**config.mk**
```make
export PLATFORM = sky130hd
export DESIGN_NAME = sysid_info_regs
export DESIGN_NICKNAME = d
export VERILOG_FILES = /design/src/rtl/sysid_info_pkg.sv /design/src/rtl/sysid_info_regs_seconds_timer.sv /design/src/rtl/sysid_info_regs.sv
export SDC_FILE = /design/constraint.sdc
export NUM_CORES = 1
export LEC_CHECK = 0
export BUFFER_PORTS_ARGS = -buffer_cell sky130_fd_sc_hd__buf_2
export CAP_MARGIN = 30
export CORE_ASPECT_RATIO = 1.5
export CORE_UTILIZATION = 30
export CTS_BUF_LIST = sky130_fd_sc_hd__clkbuf_8
export DETAILED_ROUTE_END_ITERATION = 6
export SLEW_MARGIN = 20
export SYNTH_ARGS = -nofsm -noshare
export SYNTH_HDL_FRONTEND = slang
export SYNTH_HIERARCHICAL = 1
export SYNTH_SLANG_ARGS = --single-unit
export TNS_END_PERCENT = 5
```
**constraint.sdc**
```tcl
create_clock -name clock -period 2.5 [get_ports clock]
set_input_delay 0.25 -clock clock [delete_from_list [all_inputs] [get_ports clock]]
set_output_delay 0.25 -clock clock [all_outputs]
set_load 0.005 [all_outputs]
```
**src/rtl/sysid_info_pkg.sv**
```systemverilog
// Shared constants for the system-identification register block.
// Holds the data width, the word-address map and the CTRL clear bit
// position so the top module and any software-facing tooling agree on
// one register map.
package sysid_info_pkg;

    localparam int DATA_W = 32;

    // Word addresses, zero-extended to the data width so they compare
    // directly against a widened bus address of any ADDR_W.
    localparam logic [DATA_W-1:0] ADDR_ID        = 32'd0;
    localparam logic [DATA_W-1:0] ADDR_TIMESTAMP = 32'd1;
    localparam logic [DATA_W-1:0] ADDR_CAPS      = 32'd2;
    localparam logic [DATA_W-1:0] ADDR_SCRATCH   = 32'd3;
    localparam logic [DATA_W-1:0] ADDR_UPTIME_LO = 32'd4;
    localparam logic [DATA_W-1:0] ADDR_UPTIME_HI = 32'd5;
    localparam logic [DATA_W-1:0] ADDR_SECONDS   = 32'd6;
    localparam logic [DATA_W-1:0] ADDR_CTRL      = 32'd7;

    localparam int CTRL_CLEAR_BIT = 0;

endpackage

```
**src/rtl/sysid_info_regs_seconds_timer.sv**
```systemverilog
// sysid_seconds_timer: prescaler plus 32-bit seconds counter.
// The prescaler counts 0..CLK_HZ-1; on its terminal count it returns to 0
// and the seconds counter increments (wrapping at 2^32).
// Ports:
//   clock   in   system clock
//   reset   in   synchronous active-high reset
//   clear   in   synchronous clear of prescaler and seconds (software CTRL)
//   seconds out  current seconds count
module sysid_seconds_timer
    import sysid_info_pkg::*;
#(
    parameter int CLK_HZ = 50000000
) (
    input  logic              clock,
    input  logic              reset,
    input  logic              clear,
    output logic [DATA_W-1:0] seconds
);

    localparam int            PW        = (CLK_HZ > 2) ? $clog2(CLK_HZ) : 1;
    localparam logic [PW-1:0] PRESC_MAX = PW'(CLK_HZ - 1);

    logic [PW-1:0] prescaler;

    // NOTE: sequential state is assigned with <= so every register samples
    // the pre-edge values of its neighbours, independent of block order.
    always_ff @(posedge clock) begin
        if (reset || clear) begin
            prescaler <= '0;
            seconds   <= '0;
        end else if (prescaler == PRESC_MAX) begin
            prescaler <= '0;
            seconds   <= seconds + 32'd1;
        end else begin
            prescaler <= prescaler + PW'(1);
        end
    end

endmodule

```
**src/rtl/sysid_info_regs.sv**
```systemverilog
// sysid_info_regs: Avalon-MM system-identification slave.
// Returns build identity (ID, timestamp, capability word), a 64-bit uptime
// counter read coherently via a LO-read snapshot of the HI word, a seconds
// counter and a software scratch register. Read latency is one cycle.
// Ports:
//   clock, reset        system clock, synchronous active-high reset
//   address             word address (words beyond the map read as 0)
//   read, write         access strobes
//   writedata           write data
//   byteenable          byte lanes for writes (SCRATCH only)
//   readdata            read data, valid with readdatavalid
//   readdatavalid       one-cycle pulse one cycle after an accepted read
//   waitrequest         always 0
module sysid_info_regs
    import sysid_info_pkg::*;
#(
    parameter logic [31:0] SYSTEM_ID   = 32'h0000_0000,
    parameter logic [31:0] TIMESTAMP   = 32'd1393012022,
    parameter logic [31:0] CAPS        = 32'h0000_0000,
    parameter int          CLK_HZ      = 50000000,
    parameter int          ADDR_W      = 3,
    parameter logic [31:0] SCRATCH_RST = 32'h0000_0000
) (
    input  logic              clock,
    input  logic              reset,
    input  logic [ADDR_W-1:0] address,
    input  logic              read,
    input  logic              write,
    input  logic [DATA_W-1:0] writedata,
    input  logic [3:0]        byteenable,
    output logic [DATA_W-1:0] readdata,
    output logic              readdatavalid,
    output logic              waitrequest
);

    logic [DATA_W-1:0] word_addr;
    logic              rd_en;
    logic              ctrl_clear;
    logic [63:0]       uptime;
    logic [DATA_W-1:0] hi_snap;
    logic [DATA_W-1:0] scratch;
    logic [DATA_W-1:0] seconds;
    logic [DATA_W-1:0] rd_mux;

    assign waitrequest = 1'b0;
    assign word_addr   = DATA_W'(address);

    // A simultaneous read and write is illegal master behaviour; the write
    // wins and the read is dropped so no stray readdatavalid is produced.
    assign rd_en      = read && !write;
    assign ctrl_clear = write && (word_addr == ADDR_CTRL) && writedata[CTRL_CLEAR_BIT];

    sysid_seconds_timer #(
        .CLK_HZ (CLK_HZ)
    ) u_timer (
        .clock   (clock),
        .reset   (reset),
        .clear   (ctrl_clear),
        .seconds (seconds)
    );

    always_ff @(posedge clock) begin
        if (reset || ctrl_clear) begin
            uptime <= '0;
        end else begin
            uptime <= uptime + 64'd1;
        end
    end

    // The upper half is captured on a LO read so a following HI read
    // pairs with the same 64-bit sample.
    always_ff @(posedge clock) begin
        if (reset || ctrl_clear) begin
            hi_snap <= '0;
        end else if (rd_en && (word_addr == ADDR_UPTIME_LO)) begin
            hi_snap <= uptime[63:32];
        end
    end

    always_ff @(posedge clock) begin
        if (reset) begin
            scratch <= SCRATCH_RST;
        end else if (write && (word_addr == ADDR_SCRATCH)) begin
            for (int i = 0; i < 4; i++) begin
                if (byteenable[i]) begin
                    scratch[8*i +: 8] <= writedata[8*i +: 8];
                end
            end
        end
    end

    // NOTE: the default assignment first keeps this block purely
    // combinational; without it the unmatched addresses would infer a latch.
    always_comb begin
        rd_mux = '0;
        case (word_addr)
            ADDR_ID:        rd_mux = SYSTEM_ID;
            ADDR_TIMESTAMP: rd_mux = TIMESTAMP;
            ADDR_CAPS:      rd_mux = CAPS;
            ADDR_SCRATCH:   rd_mux = scratch;
            ADDR_UPTIME_LO: rd_mux = uptime[31:0];
            ADDR_UPTIME_HI: rd_mux = hi_snap;
            ADDR_SECONDS:   rd_mux = seconds;
            default:        rd_mux = '0;
        endcase
    end

    // readdata holds its last value between reads.
    always_ff @(posedge clock) begin
        if (reset) begin
            readdata      <= '0;
            readdatavalid <= 1'b0;
        end else begin
            readdatavalid <= rd_en;
            if (rd_en) begin
                readdata <= rd_mux;
            end
        end
    end

endmodule
```
Word level (Yosys, flattened, before mapping) --
Index checks and enable logic that the tools add are counted. W data, S select, Z words.
Word-level totals: flip-flop bits (word level) 219
Cells by class: muxes and demuxes 1, $add $sub $neg 3, reduce and logical (&&, ||, !) cells 12, equal/unequal tests 7
Operators by type and width (count):
- $pmux W32 S5 | 1
- $add A64 B1 Y64 const B | 1
- $add A32 B1 Y32 const B | 1
- $add A26 B1 Y26 const B | 1
- $eq A26 B26 Y1 const B | 1
- $eq A3 B3 Y1 const B | 4
- $reduce_and A2 Y1 | 4
- $logic_and A1 B1 Y1 | 5
- $eq A3 B1 Y1 const B | 1
- $eq A3 B2 Y1 const B | 1
- $reduce_or A2 Y1 | 1
- $logic_not A1 Y1 | 1
- $logic_or A1 B1 Y1 | 1

Logic depth before layout (Yosys ltp) --
Gate-level depths: netlist of run 1.
word-level depth 5, mapped depth 8

Modules after synthesis --
Netlist of run 1, hierarchy kept.
Modules (own cells, without submodules):
- sysid_info_regs | instances 1, area each 7244.4 um2, cells an instance 855
- sysid_seconds_timer | instances 1, area each 2688.8 um2, cells an instance 322

Worst setup path after synthesis of run 1 --
OpenSTA, ideal clock, no wires.
path kind reg-to-reg, start point reg uptime[0], end point reg uptime[48], arrival time 1.974 ns, clock period less this slack 2.044 ns, stages on the path, launching flop included 8, setup slack 0.456 ns, data required time 2.430 ns, cell sequence dfxtp_1 > ha_1 > buf_2 > nand3_1 > nor4_4 > nand4_4 > or4_1 > a21oi_1
On the way: word-level cells in the longest chain between the ends 1
RTL lines:
- from (decl) | RTL line sysid_info_regs.sv:39 | logic [63:0] uptime;
- from (signal assigned) | RTL line sysid_info_regs.sv:66 | uptime <= uptime + 64'd1;
- $add A64 B1 Y64 | RTL line sysid_info_regs.sv:66
No other way between the ends. A chain may end at the register's enable or synchronous reset.

Worst setup path in the final report of run 1 --
start point reg u_timer.prescaler[8], end point reg u_timer.seconds[9]
On the way: word-level cells in the longest chain between the ends 1
RTL lines:
- from (decl) | RTL line sysid_info_regs_seconds_timer.sv:23 | logic [PW-1:0] prescaler;
- from (signal assigned) | RTL line sysid_info_regs_seconds_timer.sv:35 | prescaler <= prescaler + PW'(1);
- $eq A26 B26 Y1 | RTL line sysid_info_regs_seconds_timer.sv:31 | end else if (prescaler == PRESC_MAX) begin
- to (signal assigned) | RTL line sysid_info_regs_seconds_timer.sv:33 | seconds <= seconds + 32'd1;
- to (decl) | RTL line sysid_info_regs_seconds_timer.sv:17 | output logic [DATA_W-1:0] seconds
No other way between the ends.

==> flow_summary_export.csv, run 1 <==
group,metric,value,unit
finish,syn2layout_area_growth,22.19,%
route,totalWireLength,29150,um
clocking,clk_path_buf_depth,3,
power_and_ir_drop,seqPwrFrac,48.1,%
sta,fin_worst_skew,0.03089,ns
sta,maxSlewViolCount,0,
power_and_ir_drop,p_clk_share,47.0,%
clocking,clkTransAtPathRegs,0.07,ns
die,die_x,150.6,um
die,core,32630,um^2
clocking,cts_root_buffer,"clkbuf_8",
die,rows,81,
sta,fmax,442.2,MHz
clocking,cts_setup_buffers,0,
power_and_ir_drop,ir_drop,0.2385,mV
clocking,clk_latency,0.56,ns
power_and_ir_drop,power.internal,5.652,mW
run,max_cap_viol_count,0,
hold_path,hold_class,"primary input to flip-flop",
power_and_ir_drop,sw_frac_of_total,23.09,%
clocking,cts_buffers,35,
synthesis,ys.flop_type,"dfxtp_1",
clocking,htreeDepth,2,
grt,grt_antenna_before_repair,1,
sta,worst_pin_slew,0.7603,ns
finish,layout.filler_cells,3381,
power_and_ir_drop,power_frac_comb,4.8,%
route,wl_per_cell,16.70,um
sta,slew_headroom,49.31,%
die,initial_core_util,30.44,%
route,drc,0,
finish,layout_common_cells,"dfxtp_1, nor2_1, nand2_1",
die,ios,77,
finish,fin_nets,1350,
power_and_ir_drop,p_per_area,605.4,nW/um^2
grt,grt_pass1_vias,8637,
grt,gr-usage-all-layers,17.26,%
sta,tns,0,ns
sta,finalSetupViolCount,0,
synthesis,synth.area.top_cells,"dfxtp_1, nor2_1, nand2_1",
synthesis,syn-num-nets,1223,
critical_path,critPathCaptureType,"flip-flop",
synthesis,ys_seq_elements,219,
finish,antenna-diode-count,0,
critical_path,arrival,2.73,ns
finish,final_common_cell,"dfxtp_1",
synthesis,synthCells,1177,
critical_path,worstPathRequired,2.97,ns
critical_path,critPathMaxFanout,14,
synthesis,synth_async_sr_flop_share,0,%
synthesis,syn_area,9933,um^2
route,viasPerCell,5.136,
clocking,cts_sinks,219,
critical_path,critPathKind,"flip-flop to flip-flop",
synthesis,yosysTopAreaCell,"dfxtp_1",
grt,grt_pass1_wl,45530,um
route,vias,8963,
place,gp_congestion,0.8610,
power_and_ir_drop,p_leak,4.579,nW
critical_path,crit_path_start_kind,"flip-flop",
finish,drive_gt1_share,15.86,%
sta,finalHoldViolations,0,
status,status,"completed",
sta,rsz0062_at_grt,"no",
synthesis,ys.warnings.count,6,
synthesis,synthDistinctLibCells,52,
synthesis,synth-seq-area-share,44.14,%
route,first_iter_violations,469,
place,io_buffers,75,
route,antenna_left,0,
power_and_ir_drop,totalPowerFinal,7.349,mW
place,hpwl,21250,um
die,die_h,224.9,um
synthesis,yosysTopAreaCellShare,44.14,%
sta,fin_crit,2.261,ns
sta,period_share,90.46,%
power_and_ir_drop,p_sw,1.697,mW
grt,grt_start_max_net_pins,97,
clocking,cts_tree,"yes",
die,die_area,33860,um^2
route,drtPass1Iterations,4,
synthesis,synth_enable_flop_cells,0,
synthesis,avgSynthCellArea,8.439,um^2
grt,grt-ovfl-total,0,
## flip-flops by register name, indices dropped and copies added, names as in the netlist
name and cells:
scratch 32, readdatavalid 1, readdata 32, u_timer/seconds 32, uptime 64, hi_snap 32
u_timer/prescaler 26
## cell type report
cell class	count	area [um^2]	share of cell area (%)
clock buffer	47	646.9	5.329
clock inverter	16	151.4	1.247
inverter	32	120.1	0.9896
multi-input combinational	856	5175	42.63
sequential	219	4384	36.12
tap	415	519.2	4.278
timing repair buffer	160	1141	9.401
## synth_stat cells, drive strengths merged, types with 4 or more instances
library cell,number
inv,32
or4,20
o211ai,7
clkbuf,55
nor2b,12
nor2,166
o31ai,17
nand4,52
or3,33
and3,8
and4,4
a22o,24
xor2,43
o22ai,9
nand3,47
mux2i,33
buf,15
mux2,8
a22oi,30
xnor2,26
nor3b,4
o21ai,31
nor3,12
nand2,123
dfxtp,219
a21oi,88
a221o,16
nor4,16
and2,4
## metrics by stage
| step | hold WS (ns) | worst slack (ns) | std cells | util, % | instance area, um^2 |
|---|---|---|---|---|---|
| 4_1_cts | 0.01349 | 0.1378 | 1745 | 37.13 | 12120 |
| 3_5_place_dp | 0.4484 | 0.1962 | 1651 | 33.74 | 11010 |
| 2_1_floorplan | 0.3939 | 0.4556 | 1177 | - | 9933 |
| 5_1_grt | 0.04303 | 0.04292 | 1745 | 37.19 | 12140 |
| 6_report | 0.05873 | 0.2386 | 1745 | 37.19 | 12140 |
| 3_3_place_gp | 0.4433 | 0.2389 | 1651 | 33.74 | 11010 |
## final timing paths
check | start | to | slack, ns | cells after the start
setup / recovery | u_timer/prescaler[8] | u_timer/seconds[9] | 0.24 | 6
hold / removal | writedata[0] | scratch[0] | 0.06 | 3
setup reg to reg | u_timer/prescaler[8] | u_timer/seconds[9] | 0.24 | 6
hold reg to reg | readdata[8] | readdata[8] | 0.45 | 2
## per-layer routing
metal / up-vias / share of wire, % / global-route usage, %
met3: 61 / 3.5 / 2.779
li1: 4443 / - / -
met5: - / 0.034 / 0
met4: 2 / 3.9 / 7.839
met2: 175 / 53 / 32.11
met1: 4282 / 40 / 18.79
## power by group through the flow
| stage | sequential, mW | combinational [mW] | clock (mW) |
|---|---|---|---|
| after global routing | 3.54 | 0.385 | 3.69 |
| after global placement | 3.61 | 0.316 | 0 |
| after floorplan | 3.60 | 0.188 | 0 |
| after detailed placement | 3.61 | 0.319 | 0 |
| after CTS | 3.54 | 0.357 | 3.56 |
| final | 3.54 | 0.356 | 3.46 |
## critical path, stage by stage, from the launching register on
cell and delay [ns]:
dfxtp_1 0.34, or4_1 0.57, nor2_1 0.27, nand4b_4 0.24
buf_4 0.24, or3_1 0.34, a21oi_1 0.16
## cells by family (layout without fill, tap and decap cells)
| family | after synthesis | after routing | synth area share (%) |
|---|---|---|---|
| AOI/OAI and AO/OA | 232 | 232 | 15.20 |
| xor gates and xnor gates | 69 | 69 | 6.084 |
| adders and majority gates | 3 | 3 | 0.3779 |
| buffers and inverters | 102 | 255 | 4.081 |
| DFF | 219 | 219 | 44.14 |
| muxes | 41 | 41 | 4.232 |
| other | 1 | 1 | 0.03775 |
| and+or+nand+nor | 510 | 510 | 25.85 |
## what timing repair did
action,in CTS,in global routing
resized for setup,0,3
hold buffers,31,0
endpoints found under the hold margin,31,0
setup endpoints to repair,0,6
No activity file was read; power rests on OpenSTA's default activity.
==> inputs of run 2 (changes only) <==
- BUFFER_PORTS_ARGS: -buffer_cell sky130_fd_sc_hd__buf_2 -> default
- DONT_BUFFER_PORTS: default -> 1
==> run 2 against run 1 <==
Net effect: die area stayed put; critical endpoint is now uptime[63]; largest power group unchanged; clock skew fell by 0.013 ns; largest cell class unchanged; critical path depth stayed put.
==> flow_summary_export.csv, run 2 (synthesis gave the netlist of run 1 again) <==
group,metric,value,unit
finish,layout.filler_cells,3366,
grt,grtUsageMet3,3.002,%
die,die_area,33860,um^2
place,io_buffers,0,
die,die_h,224.9,um
finish,drive_gt1_share,9.824,%
clocking,cts_buffers,37,
clocking,cts_sinks,219,
route,antenna_left,0,
critical_path,arrival,2.72,ns
clocking,clk_path_buf_depth,3,
die,core,32630,um^2
clocking,clkTransAtPathRegs,0.06,ns
finish,final_common_cell,"dfxtp_1",
power_and_ir_drop,totalPowerFinal,7.019,mW
place,hpwl,20880,um
hold_path,worstHoldEndpoint,"readdata[5]",
route,viasPerCell,5.278,
power_and_ir_drop,p_leak,4.194,nW
grt,grt-ovfl-total,0,
route,drc,0,
grt,grtUsageMet1,19.08,%
finish,top_register,"uptime",
sta,fin_worst_skew,0.01796,ns
grt,grt_start_max_net_pins,97,
finish,largest_register_ffs,64,
grt,top_usage_layer,"met2",
critical_path,regToRegSetupSlack,0.26,ns
power_and_ir_drop,p_per_area,602.1,nW/um^2
sta,slew_headroom,31.84,%
sta,tns,0,ns
critical_path,crit_top_cell,"nand4_1",
power_and_ir_drop,ir_drop,0.2451,mV
hold_path,min_from,"address[0]",
clocking,cts_tree,"yes",
route,first_iter_violations,584,
sta,fin_crit,2.240,ns
critical_path,crit_slowest_cell,"nor4_1",
critical_path,critPathMaxFanout,11,
critical_path,crit_chain,"nand4_1 -> nor4_1 -> nand4_1 -> buf_4 -> or3_1 -> a21oi_1",
die,initial_core_util,30.44,%
grt,met2_usage,30.99,%
die,ios,77,
finish,syn2layout_area_growth,17.37,%
clocking,htreeDepth,2,
clocking,clk_latency,0.55,ns
sta,worst_pin_slew,1.022,ns
die,rows,81,
sta,maxSlewViolCount,0,
sta,rsz0062_at_grt,"no",
route,wl_per_cell,17.71,um
finish,layout_common_cells,"dfxtp_1, nor2_1, nand2_1",
critical_path,critPathKind,"flip-flop to flip-flop",
route,drtPass1Iterations,5,
finish,fin_nets,1275,
status,status,"completed",
critical_path,crit_path_start_kind,"flip-flop",
sta,fmax,446.4,MHz
finish,antenna-diode-count,0,
route,totalWireLength,29520,um
hold_path,min_path_cells,3,
grt,grt_pass1_vias,8413,
finish,final_area,11660,um^2
critical_path,max_stage_delay,0.59,ns
place,gp_congestion,0.8850,
finish,multi_input_area,5164,um^2
critical_path,critPathCaptureType,"flip-flop",
grt,gr-usage-all-layers,17.46,%
critical_path,worstPathRequired,2.98,ns
critical_path,r2r_cells,6,
sta,finalHoldViolations,0,
sta,period_share,89.61,%
clocking,cts_root_buffer,"clkbuf_8",
run,max_cap_viol_count,0,
die,die_x,150.6,um
sta,finalSetupViolCount,0,
critical_path,r2r-end,"uptime[63]",
hold_path,hold_class,"primary input to flip-flop",
place,placed_cell_area,10540,um^2
grt,grt_antenna_before_repair,0,
route,vias,8798,
grt,grt_pass1_wl,45720,um
critical_path,rr_startpoint,"uptime[41]",
finish,seq_area,4384,um^2
## run 2: cell types whose count changed in the layout (fill, tap and decap cells not counted), sizes merged
cell | before | now
clkbuf | 47 | 45
buf | 129 | 48
bufinv | 3 | 1
inv | 41 | 44
dlygate4sd3 | 31 | 35
## run 2: power by group
group / leakage, nW / internal, mW / switching (mW)
Combinational: 2.01 / 0.113 / 0.176
Sequential: 1.77 / 3.51 / 0.0257
Clock: 0.413 / 1.72 / 1.47
Total: 4.19 / 5.35 / 1.67
## run 2: timing repair
action	in CTS	in global routing
buffers inserted	0	0
setup endpoints to repair	0	4
hold buffers	36	0
endpoints found under the hold margin	67	0
gates resized for setup	0	1
## run 2: layer usage
layer / share of wire (%) / wire (um)
met1: 38 / 11360
met2: 51 / 15200
met3: 4.8 / 1404
met4: 5.3 / 1557
met5: 0 / 0
## run 2: worst max-delay path by stage
stage	from	to	slack, ns	cells after the start
after floorplan	uptime[0]	uptime[48]	0.46	7
after global placement	u_timer/prescaler[11]	u_timer/seconds[9]	0.22	6
after detailed placement	u_timer/prescaler[11]	u_timer/seconds[9]	0.19	6
after CTS	u_timer/prescaler[11]	u_timer/seconds[7]	0.16	6
after global routing	uptime[41]	uptime[63]	0.05	6
final	uptime[41]	uptime[63]	0.26	6
## run 2: final cells by class
type	count	share of cell area [%]
Clock buffer	45	5.312
Sequential cell	219	37.60
Inverter	32	1.030
Tap cell	415	4.454
Multi-Input combinational cell	856	44.29
Clock inverter	17	0.8371
Timing Repair Buffer	83	6.471
## run 2: worst max-delay path: cells and delay by family (launching register included)
kind	cells	cell delay (ns)
AND/OR/NAND/NOR	4	1.42
AO/OA/AOI/OAI	1	0.14
buffers and inverters	1	0.23
flip-flops	1	0.39
## run 2: per-stage QoR
| stage | worst slack [ns] | utilization, % | std cells | hold WS, ns |
|---|---|---|---|---|
| after CTS | 0.1607 | 35.65 | 1666 | 0.008806 |
| after floorplan | 0.4556 | - | 1177 | 0.3939 |
| final | 0.2598 | 35.73 | 1667 | 0.01800 |
| after global routing | 0.05214 | 35.73 | 1667 | 0.02453 |
| after global placement | 0.2197 | 32.26 | 1567 | 0.3334 |
| after detailed placement | 0.1918 | 32.30 | 1568 | 0.3350 |
==> inputs of run 3 (changes only) <==
- ABC_AREA: default -> 1
==> run 3 against run 2 <==
Net effect: register-to-register slack improved by 0.21 ns; largest cell class unchanged; highest routed layer unchanged; global-route usage increased by 2.8 points; via count increased by 30%; first-iteration DRC count increased by 45%; critical path depth increased by 5; hold slack improved by 0.028 ns; sequential power about the same; routed wire length increased by 32%; critical endpoint is now uptime[52]; non-clock buffer count increased by 7; area after synthesis increased by 13%.
==> flow_summary_export.csv, run 3 <==
group,metric,value,unit
status,status,"completed",
route,viasPerCell,5.004,
clocking,clk_latency,0.56,ns
grt,grt_antenna_before_repair,1,
critical_path,arrival,2.47,ns
sta,period_share,81.07,%
synthesis,synth_async_sr_flop_share,0,%
sta,fin_crit,2.027,ns
die,core,36800,um^2
hold_path,hold_class,"primary input to flip-flop",
critical_path,r2r_cells,11,
power_and_ir_drop,power.internal,5.468,mW
synthesis,ys.warnings.count,6,
place,placed_cells,2154,
power_and_ir_drop,p_sw,1.754,mW
sta,maxSlewViolCount,0,
die,die_x,159.8,um
clocking,cts_tree,"yes",
clocking,cts_setup_buffers,0,
route,vias,11479,
die,rows,86,
grt,gr-usage-all-layers,20.24,%
sta,slew_headroom,63.27,%
clocking,clkTransAtPathRegs,0.07,ns
critical_path,critPathMaxFanout,12,
clocking,cts_root_buffer,"clkbuf_8",
finish,largest_register_ffs,64,
route,first_iter_violations,849,
power_and_ir_drop,sw_frac_of_total,24.28,%
power_and_ir_drop,seqPwrFrac,49.1,%
critical_path,critPathCaptureType,"flip-flop",
synthesis,synth_enable_flop_cells,0,
power_and_ir_drop,p_clk_share,46.5,%
synthesis,syn-num-nets,1757,
route,wl_per_cell,16.95,um
synthesis,synthCells,1711,
place,hpwl,28920,um
synthesis,yosysTopAreaCell,"dfxtp_1",
synthesis,syn_area,11200,um^2
die,initial_core_util,30.43,%
die,die_h,238.6,um
synthesis,synthDistinctLibCells,39,
place,io_buffers,0,
synthesis,avgSynthCellArea,6.546,um^2
critical_path,worstPathRequired,2.94,ns
die,die_area,38120,um^2
power_and_ir_drop,totalPowerFinal,7.222,mW
route,drtPass1Iterations,5,
route,totalWireLength,38880,um
power_and_ir_drop,p_per_area,549.6,nW/um^2
synthesis,synth.area.top_cells,"dfxtp_1, nand2_1, nor2_1",
synthesis,synth.most_common_cell,"nand2_1",
finish,layout_common_cells,"nand2_1, nor2_1, dfxtp_1",
sta,tns,0,ns
route,antenna_left,0,
critical_path,crit_path_start_kind,"flip-flop",
finish,top_register,"uptime",
power_and_ir_drop,p_leak,4.537,nW
sta,finalSetupViolCount,0,
finish,fin_nets,1829,
route,drc,0,
place,gp_congestion,0.9824,
critical_path,critPathKind,"flip-flop to flip-flop",
sta,rsz0062_at_grt,"no",
sta,fin_worst_skew,0.03643,ns
grt,grt_start_max_net_pins,67,
power_and_ir_drop,ir_drop,0.3750,mV
grt,grt_pass1_vias,10998,
synthesis,synth-seq-area-share,39.15,%
hold_path,min_path_cells,2,
sta,worst_pin_slew,0.5492,ns
run,max_cap_viol_count,0,
grt,grt-ovfl-total,0,
finish,drive_gt1_share,6.799,%
sta,fmax,493.4,MHz
synthesis,ys_seq_elements,219,
clocking,htreeDepth,2,
finish,final_cells,2294,
die,ios,77,
synthesis,yosysTopAreaCellShare,39.15,%
grt,grt_pass1_wl,59860,um
clocking,cts_buffers,36,
power_and_ir_drop,power_frac_comb,4.4,%
clocking,clk_path_buf_depth,3,
synthesis,synthTopCellsByCount,"nand2_1, nor2_1, dfxtp_1",
clocking,cts_sinks,219,
finish,final_common_cell,"nand2_1",
synthesis,ys.flop_type,"dfxtp_1",
finish,syn2layout_area_growth,17.33,%
sta,finalHoldViolations,0,
run 3: cell types whose count changed in the layout (fill, tap and decap cells not counted), sizes merged, moves of 32 or more:
cell	delta
dlygate4sd3	+39
buf	-32
nor2	+109
nand2	+401
or3	-33
o21ai	+82
mux2i	-33
a21oi	+64
inv	+136
run 3: per-layer routing:
metal	GRT usage [%]	part of all wire, %	vias to the layer above
met5	0	0	-
met4	14.71	7.2	0
met3	3.279	5.1	133
met2	36.18	50	378
met1	21.51	38	5318
li1	-	-	5650
run 3: path summary, 6_finish.rpt:
check | endpoint | slack, ns | start
worst max-delay path | uptime[52] | 0.47 | uptime[0]
worst min-delay path | readdatavalid | 0.05 | reset
worst max register to register | uptime[52] | 0.47 | uptime[0]
worst min register to register | u_timer/prescaler[0] | 0.45 | u_timer/prescaler[0]
run 3: cell families (layout without fill, tap and decap cells):
logic type	count (synthesis)	in the layout	share of synthesized area (%)
and+or+nand+nor	941	941	35.44
AOI/OAI and AO/OA	301	301	14.59
buffers and inverters	225	323	8.815
DFF	219	219	39.15
xor gates and xnor gates	21	21	1.642
adders and majority gates	3	3	0.3352
other	1	2	0.03348
run 3: cell type report:
cell class / instances / area [um^2]
Inverter: 169 / 639.4
Tap cell: 484 / 605.6
Multi-Input combinational cell: 1267 / 5836
Clock buffer: 45 / 619.3
Antenna cell: 1 / 2.502
Clock inverter: 19 / 135.1
Timing Repair Buffer: 90 / 918.4
Fill cell: 3930 / 23660
Sequential cell: 219 / 4384
run 3: what timing repair did:
action	4_1_cts	5_1_grt
hold endpoints to repair	73	0
gates resized for setup	0	0
hold buffers	75	0
run 3: power by group through the flow:
stage	Clock, mW	Combinational [mW]	Sequential, mW
2_1_floorplan	0	0.194	3.61
3_3_place_gp	0	0.229	3.62
3_5_place_dp	0	0.233	3.62
4_1_cts	3.44	0.310	3.55
5_1_grt	3.56	0.342	3.55
6_report	3.36	0.316	3.55
run 3: metrics by stage:
stage,hold slack [ns],cell area [um^2],setup slack (ns),util [%]
3_3_place_gp,0.3256,11610,0.5536,31.56
3_5_place_dp,0.3291,11610,0.5116,31.56
2_1_floorplan,0.3926,11200,0.8921,-
4_1_cts,0.01372,13140,0.4824,35.70
6_report,0.04614,13140,0.4733,35.71
5_1_grt,0.06076,13140,0.2704,35.71
run 3: critical path, cell delays in order, from the launching register on:
cell     delay, ns
dfxtp_1       0.41
ha_1          0.34
nand2_1       0.11
nor2_1        0.09
nand2_1       0.13
nor2_2        0.13
buf_4         0.18
nand2_1       0.09
nor2_1        0.21
nand3_1       0.10
nand2_1       0.07
nor2_1        0.04
